File: config.mk
export PLATFORM = sky130hd
export DESIGN_NAME = divisor_sequencial
export DESIGN_NICKNAME = d
export VERILOG_FILES = /design/src/rtl/divisor_pkg.sv /design/src/rtl/divisor_passo.sv /design/src/rtl/divisor_sequencial.sv
export SDC_FILE = /design/constraint.sdc
export NUM_CORES = 1
export LEC_CHECK = 0
export BUFFER_PORTS_ARGS = -buffer_cell sky130_fd_sc_hd__buf_2
export CAP_MARGIN = 15
export CORE_MARGIN = 4
export CORE_UTILIZATION = 50
export DETAILED_ROUTE_END_ITERATION = 16
export PLACE_DENSITY = 0.78
export SETUP_SLACK_MARGIN = 0.05
export SLEW_MARGIN = 30
export SYNTH_ARGS = -nofsm -noshare
export SYNTH_HDL_FRONTEND = slang
export SYNTH_HIERARCHICAL = 1
export SYNTH_SLANG_ARGS = --single-unit
File: constraint.sdc
create_clock -name Clk -period 3.1 [get_ports Clk]
set_input_delay 0.31 -clock Clk [delete_from_list [all_inputs] [get_ports Clk]]
set_output_delay 0.31 -clock Clk [all_outputs]
set_load 0.03 [all_outputs]
File: src/rtl/divisor_pkg.sv
// Shared definitions for the sequential restoring divider.
// Holds the default operand width, the FSM state encoding, the iteration
// count and the fill value driven on overflow / divide-by-zero.
package divisor_pkg;

  localparam int unsigned N_DEF = 16;

  typedef enum logic [2:0] {
    IDLE  = 3'd0,
    LOAD  = 3'd1,
    SHIFT = 3'd2,
    SUB   = 3'd3,
    DONE  = 3'd4
  } state_t;

  // One SHIFT/SUB pair per quotient bit.
  localparam int unsigned ITER = N_DEF;

  localparam logic [N_DEF-1:0] OVF_FILL = '1;

endpackage

File: src/rtl/divisor_passo.sv
// Combinational restoring-division step: trial subtract of the divisor from
// the (N+1)-bit partial remainder.
// Ports:
//   rem  - partial remainder including the shifted-out carry (N+1 bits)
//   b    - divisor (N bits)
//   diff - rem - b (N+1 bits), meaningful when ge is set
//   ge   - 1 when rem >= b, i.e. the quotient bit is 1
module divisor_passo
  import divisor_pkg::*;
#(
  parameter int unsigned N = N_DEF
) (
  input  logic [N:0]   rem,
  input  logic [N-1:0] b,
  output logic [N:0]   diff,
  output logic         ge
);

  logic [N:0] b_ext;

  assign b_ext = {1'b0, b};
  assign ge    = (rem >= b_ext);
  assign diff  = rem - b_ext;

endmodule

File: src/rtl/divisor_sequencial.sv
// Sequential unsigned restoring divider: 2N-bit Dividendo / N-bit Divisor.
// Frames are started and chained by the Sy level, matching the shift-add
// multiplier's control scheme. A frame is LOAD, N x (SHIFT, SUB), DONE.
// Ports:
//   Clk       - rising-edge clock
//   Reset     - synchronous active-high reset (aborts a frame in flight)
//   Sy        - start level; while high, frames run back to back
//   Dividendo - dividend, latched at the end of LOAD
//   Divisor   - divisor, latched at the end of LOAD
//   Quociente - registered quotient of the last completed frame
//   Resto     - registered remainder of the last completed frame
//   Erro      - registered overflow / divide-by-zero flag
//   Pronto    - one-cycle pulse after new results are written
module divisor_sequencial
  import divisor_pkg::*;
#(
  parameter int unsigned N = N_DEF
) (
  input  logic           Clk,
  input  logic           Reset,
  input  logic           Sy,
  input  logic [2*N-1:0] Dividendo,
  input  logic [N-1:0]   Divisor,
  output logic [N-1:0]   Quociente,
  output logic [N-1:0]   Resto,
  output logic           Erro,
  output logic           Pronto
);

  localparam logic [5:0]   LAST = 6'(N - 1);
  localparam logic [N-1:0] FILL = '1;

  state_t       state;
  state_t       state_next;
  logic [5:0]   counter;
  // {carry, remainder, quotient}; quotient bits enter at bit 0 as the
  // dividend shifts out into the remainder half.
  logic [2*N:0] rq;
  logic [N-1:0] b;
  logic         ovf;

  logic [N:0]   step_diff;
  logic         step_ge;

  divisor_passo #(
    .N(N)
  ) u_passo (
    .rem  (rq[2*N:N]),
    .b    (b),
    .diff (step_diff),
    .ge   (step_ge)
  );

  always_comb begin
    state_next = state;
    case (state)
      IDLE:    if (Sy) state_next = LOAD;
      LOAD:    state_next = SHIFT;
      SHIFT:   state_next = SUB;
      SUB:     state_next = (counter == LAST) ? DONE : SHIFT;
      DONE:    state_next = Sy ? LOAD : IDLE;
      default: state_next = IDLE;
    endcase
  end

  always_ff @(posedge Clk) begin
    if (Reset) begin
      state     <= IDLE;
      counter   <= '0;
      rq        <= '0;
      b         <= '0;
      ovf       <= 1'b0;
      Quociente <= '0;
      Resto     <= '0;
      Erro      <= 1'b0;
      Pronto    <= 1'b0;
    end else begin
      state  <= state_next;
      Pronto <= 1'b0;
      case (state)
        LOAD: begin
          rq      <= {1'b0, Dividendo};
          b       <= Divisor;
          // Quotient fits in N bits only if the high half is below the
          // divisor; this also catches Divisor == 0.
          ovf     <= (Dividendo[2*N-1:N] >= Divisor);
          counter <= '0;
        end
        SHIFT: begin
          rq <= {rq[2*N-1:0], 1'b0};
        end
        SUB: begin
          if (step_ge) rq <= {step_diff, rq[N-1:1], 1'b1};
          counter <= counter + 6'd1;
        end
        DONE: begin
          if (ovf) begin
            Quociente <= FILL;
            Resto     <= FILL;
            Erro      <= 1'b1;
          end else begin
            Quociente <= rq[N-1:0];
            Resto     <= rq[2*N-1:N];
            Erro      <= 1'b0;
          end
          Pronto <= 1'b1;
        end
        default: ;
      endcase
    end
  end

endmodule

==> Word level (Yosys, flattened, before mapping) <==
Cells that the tools add are included.
Widths: inputs -> output; s select.
{ "word_totals": {"wordCells": 39, "output_inout_bits": 34, "reg_bits": 93} }
{ "classes": {"order_cmp": 2, "bitwise": 1, "muxes": 11, "add_sub_neg": 2, "reduce_logical": 6, "eq_ne": 7} }
{ "op_table": {"columns": ["cell", "n"], "rows": [
  ["$pmux 33 s3", 1],
  ["$mux 33", 1],
  ["$mux 16", 2],
  ["$ge 17x16->1", 1],
  ["$sub 17x16->17", 1],
  ["$ge 16x16->1", 1],
  ["$pmux 3 s5", 1],
  ["$pmux 6 s2", 1],
  ["$add 6x1->6 const B", 1],
  ["$eq 3x2->1 const B", 2],
  ["$eq 6x4->1 const B", 1],
  ["$mux 3", 2],
  ["$ne 2x2->1 const B", 2],
  ["$reduce_and 2->1", 2],
  ["$reduce_bool 2->1", 2],
  ["$eq 3x1->1 const B", 1],
  ["$eq 3x3->1 const B", 1],
  ["$logic_not 3->1", 1],
  ["$mux 1", 3],
  ["$reduce_bool 3->1", 1],
  ["$not 1->1", 1]
]} }

==> Depth between registers and ports, before layout <==
{ "depth": {"depth_word": 3, "mapped_depth": 13} }

==> Modules after synthesis <==
The synthesis kept the hierarchy.
{ "by_module_without_submodules": {"columns": ["module", "area_each_um2", "cells_per_inst", "instances"], "rows": [
  ["divisor_sequencial", 4226.6, 521, 1],
  ["divisor_passo", 897.1, 132, 1]
]} }

==> Least setup slack after synthesis <==
OpenSTA, ideal clock, no wires.
{ "synth_path": {"kind": "reg-to-reg", "startpoint": "register b[5]", "endpoint": "register rq[23]", "setup_time_ps": 70, "stages_incl_launch_ff": 14, "t_arrival_ps": 2524, "t_required_ps": 3030, "period_less_slack_ps": 2594, "path_slack_ps": 506, "path_cell_list": "dfxtp_1 inv_1 ha_1 nand4_1 a21oi_1 a2111oi_2 o21a_1 o31a_1 o31ai_1 and3b_1 nor3_2 clkbuf_1 o211ai_1 a21oi_1"} }
{ "synth_via": {"elab_chain_len": 3} }
{ "synth_lines": {"columns": ["element", "line_no", "rtl"], "rows": [
  ["start: declaration", "divisor_sequencial.sv:39", "logic [N-1:0] b;"],
  ["start signal: assignment", "divisor_sequencial.sv:83", "b <= Divisor;"],
  ["$ge 17x16->1", "divisor_passo.sv:22", "assign ge = (rem >= b_ext);"],
  ["via step_ge", "divisor_sequencial.sv:43", "logic step_ge;"],
  ["$ne 2x2->1 (no line)", null, null],
  ["$reduce_and 2->1 (no line)", null, null],
  ["end signal: assignment", "divisor_sequencial.sv:82", "rq <= {1'b0, Dividendo};"],
  ["end signal: assignment", "divisor_sequencial.sv:90", "rq <= {rq[2*N-1:0], 1'b0};"],
  ["end signal: assignment", "divisor_sequencial.sv:93", "if (step_ge) rq <= {step_diff, rq[N-1:1], 1'b1};"],
  ["end: declaration", "divisor_sequencial.sv:38", "logic [2*N:0] rq;"]
]} }
The timed path passes the listed nets, and every way through them passes these cells. The select of a mux whose other input is x is not followed.
A chain may end at the register's enable or synchronous reset.

==> Final worst setup path <==
{ "layout_path": {"startpoint": "register b[5]", "endpoint": "register rq[27]"} }
The elaborated chain is that of the path after synthesis.

==> metrics.md <==
| Metric | Value |
|---|---|
| Status | `finished clean` |
| Initial drt markers | `316` |
| Drt wl/cell | `15.14 um` |
| Die span in y | `109.2 um` |
| Hold crit path type | `input port to flop` |
| Synth async-reset ratio | `0%` |
| Port buffer count | `84` |
| Slowest Stage Delay on Critical Path | `a little under 0.4 ns` |
| Largest area contributor in the netlist | `dfxtp_1` |
| Fin crit period | `roughly 2.9 ns` |
| TritonCTS Buffers | `9` |
| Routed WL | `between 10,000 and 15,000 um` |
| Die Span X | `109.2 um` |
| Leak pwr | `2.429 nW` |
| Synth-to-layout area growth | `13.94%` |
| Fin crit share | `92.24%` |
| CP endpoint kind | `flop` |
| Cell area after synthesis | `about 5100 sq um` |
| Clk root buf | `clkbuf_8` |
| Hold bufs inserted after CTS | `0` |
| CP cell instances | `inv_1 -> ha_2 -> nand4_1 -> a21oi_2 -> a2111oi_4 -> o21a_1 -> o31a_1 -> o31ai_1 -> and3b_1 -> nor3_4 -> buf_6 -> o211ai_1 -> a21oi_1` |
| Top-count cell post-synth | `dfxtp_1` |
| Area contributors post-synth | `dfxtp_1 36%, ha_1 8.1%, nor3_1 6.7%` |
| Avg Cell Area, Syn | `7.846 sq um` |
| Worst path buffer plus inverter count | `2` |
| RSZ-0062 raised after global routing | `false` |
| GRT Total Usage | `about 22%` |
| Max Fanout on Critical Path | `16` |
| Critical path required time | `3.40 ns` |
| Routed via count | `4,850` |
| Final Hold Fails | `0` |
| Yosys cell types | `55` |
| Syn Inst Count | `653` |
| Synth Warn # | `6` |
| Vias in the first global route | `4,441` |
| Synth top area share | `36.34%` |
| Hold_ws | `between 0.15 and 0.2 ns` |
| Slew HR | `37.17%` |
| Min setup slack post-route | `0.2405 ns` |
| CORE AREA | `9864 sq um` |
| Clk slew on worst S/H paths | `~0.090 ns` |
| Yosys reg bits | `93` |
| Clk_skew | `between 0.01 and 0.015 ns` |
| PD cells | `535.7 nW/um^2` |
| Dpl hpwl | `about 9400 um` |
| Number of synthesized flops with an enable pin | `0` |
| Antenna diodes | `0` |
| RD Place Congestion | `0.9505` |
| Crit path DAT | `3.16 ns` |
| Standard-cell rows | `36` |
| Max Buffers Root-to-Sink | `2` |
| Clock insertion delay at the later pin of the skew report | `~0.38 ns` |
| Commonest cells in the netlist | `93 x dfxtp_1, 71 x nor2_1, 69 x nor3_1` |
| Max-slew violations | `0` |
| ANT nets after route | `0` |
| Register area share after synthesis | `roughly 36%` |
| Slowest cell on crit path | `ha_2` |
| Startpoint types | `flop` |
| Final setup viols | `0` |
| IO Count | `85` |
| Peak VDD IR | `0.2394 mV` |
| Highest achievable clock rate | `roughly 350 MHz` |
| Family with the most delay on the worst path | `compound AO/OA/AOI/OAI gates` |
| Initial antenna violation count | `0` |
| Setup_tns | `0 ns` |
| Post-synth top flop | `dfxtp_1` |
| Starting density of the core | `51.94%` |
| Layout cells sized above 1 | `between 10% and 20%` |
| Worst Tran Pin Value | `0.9412 ns` |
| CTS H-tree lvls | `3` |
| Final Non-Filler Cells | `between 800 and 900` |
| Total global routing overflow | `0` |
| First-pass GRT wire length | `roughly 21,000 um` |
| Drt drc | `0` |
| Max-Cap Viols | `0` |
| CTS Sinks | `93` |
| Via density | `5.692` |
| Total Die Area | `between 10,000 and 15,000 sq um` |
| Kind of critical path | `flop to flop` |
| Post-Syn Nets | `approximately 740` |
| Final net count | `around 800` |
| Dpl cells | `between 800 and 900` |
| Largest net degree at the start of global routing | `53` |
| First drt pass iteration count | `5` |
| Dpl ws | `0.1913 ns` |
| Util after Layout | `roughly three fifths` |
| TritonCTS clock tree | `yes` |
[state kept, by name, indices dropped and copies added, names as in the netlist]
| register | cells |
|---|---|
| Erro | 1 |
| counter | 6 |
| rq | 33 |
| Resto | 16 |
| Quociente | 16 |
| b | 16 |
| ovf | 1 |
| state | 3 |
| Pronto | 1 |
[worst paths after layout]
| path | from | end | slack, ns | cells past startpoint |
|---|---|---|---|---|
| worst max-delay path | b[5] | rq[27] | 0.24 | 13 |
| worst min-delay path | Divisor[4] | b[4] | 0.18 | 3 |
| worst min register to register | Erro | Erro | 0.46 | 2 |
| worst max register to register | b[5] | rq[27] | 0.24 | 13 |
[metal layers]
layer,share of wire (%),up-vias,GRT usage [%]
met5,0,-,0
met1,48,2270,31.08
met2,44,162,34.21
met3,6.9,21,3.256
li1,-,2397,-
met4,1.6,0,7.658
[layout make-up]
cell class / instances / area [sq um]
Timing Repair Buffer: 95 / 523.0
Fill cell: 891 / 4026
Clock buffer: 10 / 127.6
Clock inverter: 6 / 55.05
Multi-Input combinational cell: 474 / 2950
Sequential cell: 93 / 1862
Inverter: 41 / 153.9
Tap cell: 133 / 166.4
[worst min-delay path: stages]
cell     delay [ns]
buf_2          0.10
nand2_1        0.05
a21oi_1        0.05
[layout by cell type, fill, tap and decap left out, types with 2 or more instances in the layout]
cell type | Yosys | final
a21o_1 | 4 | 4
o22a_1 | 15 | 15
o31ai_1 | 2 | 2
nand2_1 | 66 | 66
o22ai_1 | 16 | 16
o21a_1 | 4 | 4
buf_6 | 0 | 2
nor2_1 | 71 | 71
xor2_1 | 3 | 3
xnor2_1 | 9 | 9
o211ai_1 | 16 | 16
clkbuf_8 | 0 | 9
nand3_1 | 7 | 7
clkinvlp_4 | 0 | 2
nand4_1 | 7 | 7
a21oi_1 | 62 | 61
nand3b_1 | 2 | 2
nand2b_1 | 23 | 23
inv_8 | 0 | 2
o21bai_1 | 3 | 3
nor2_2 | 2 | 2
buf_2 | 12 | 84
nor4_1 | 2 | 2
ha_2 | 0 | 2
mux2i_1 | 18 | 18
a2111oi_0 | 2 | 2
nor3_1 | 69 | 69
a31oi_1 | 2 | 2
inv_6 | 0 | 2
a21oi_2 | 2 | 3
o21ai_0 | 10 | 10
inv_1 | 41 | 41
ha_1 | 33 | 31
dfxtp_1 | 93 | 93
buf_4 | 1 | 8
[metrics by stage]
step | total power [W] | cell area [sq um]
after floorplan | 0.002110 | 5124
after global placement | 0.002289 | 5613
after detailed placement | 0.002316 | 5613
after CTS | 0.003083 | 5796
after global routing | 0.003297 | 5838
final | 0.003127 | 5838
[logic make-up after synthesis]
logic type / Yosys count / share of synthesized area [%]
AO/OA/AOI/OAI: 150 / 19.27
XOR/XNOR: 12 / 2.051
adder cells (fa/ha/maj): 34 / 8.449
buffers and inverters: 86 / 6.667
flip-flops: 93 / 36.34
multiplexers: 18 / 3.516
AND/OR/NAND/NOR: 260 / 23.71
[what timing repair did]
item                                    CTS  global route
setup buffers                             0             0
endpoints found under the setup margin    0            16
gates resized for setup                   0             9
[where the power goes]
part	total, W	switching (W)	internal [W]
combinational	0.000994	0.000545	0.000449
clock	0.000779	0.000471	0.000309
sequential	0.00135	0.0000865	0.00127
total	0.00313	0.00110	0.00202
Note: power is estimated with default switching activity, not from simulation.
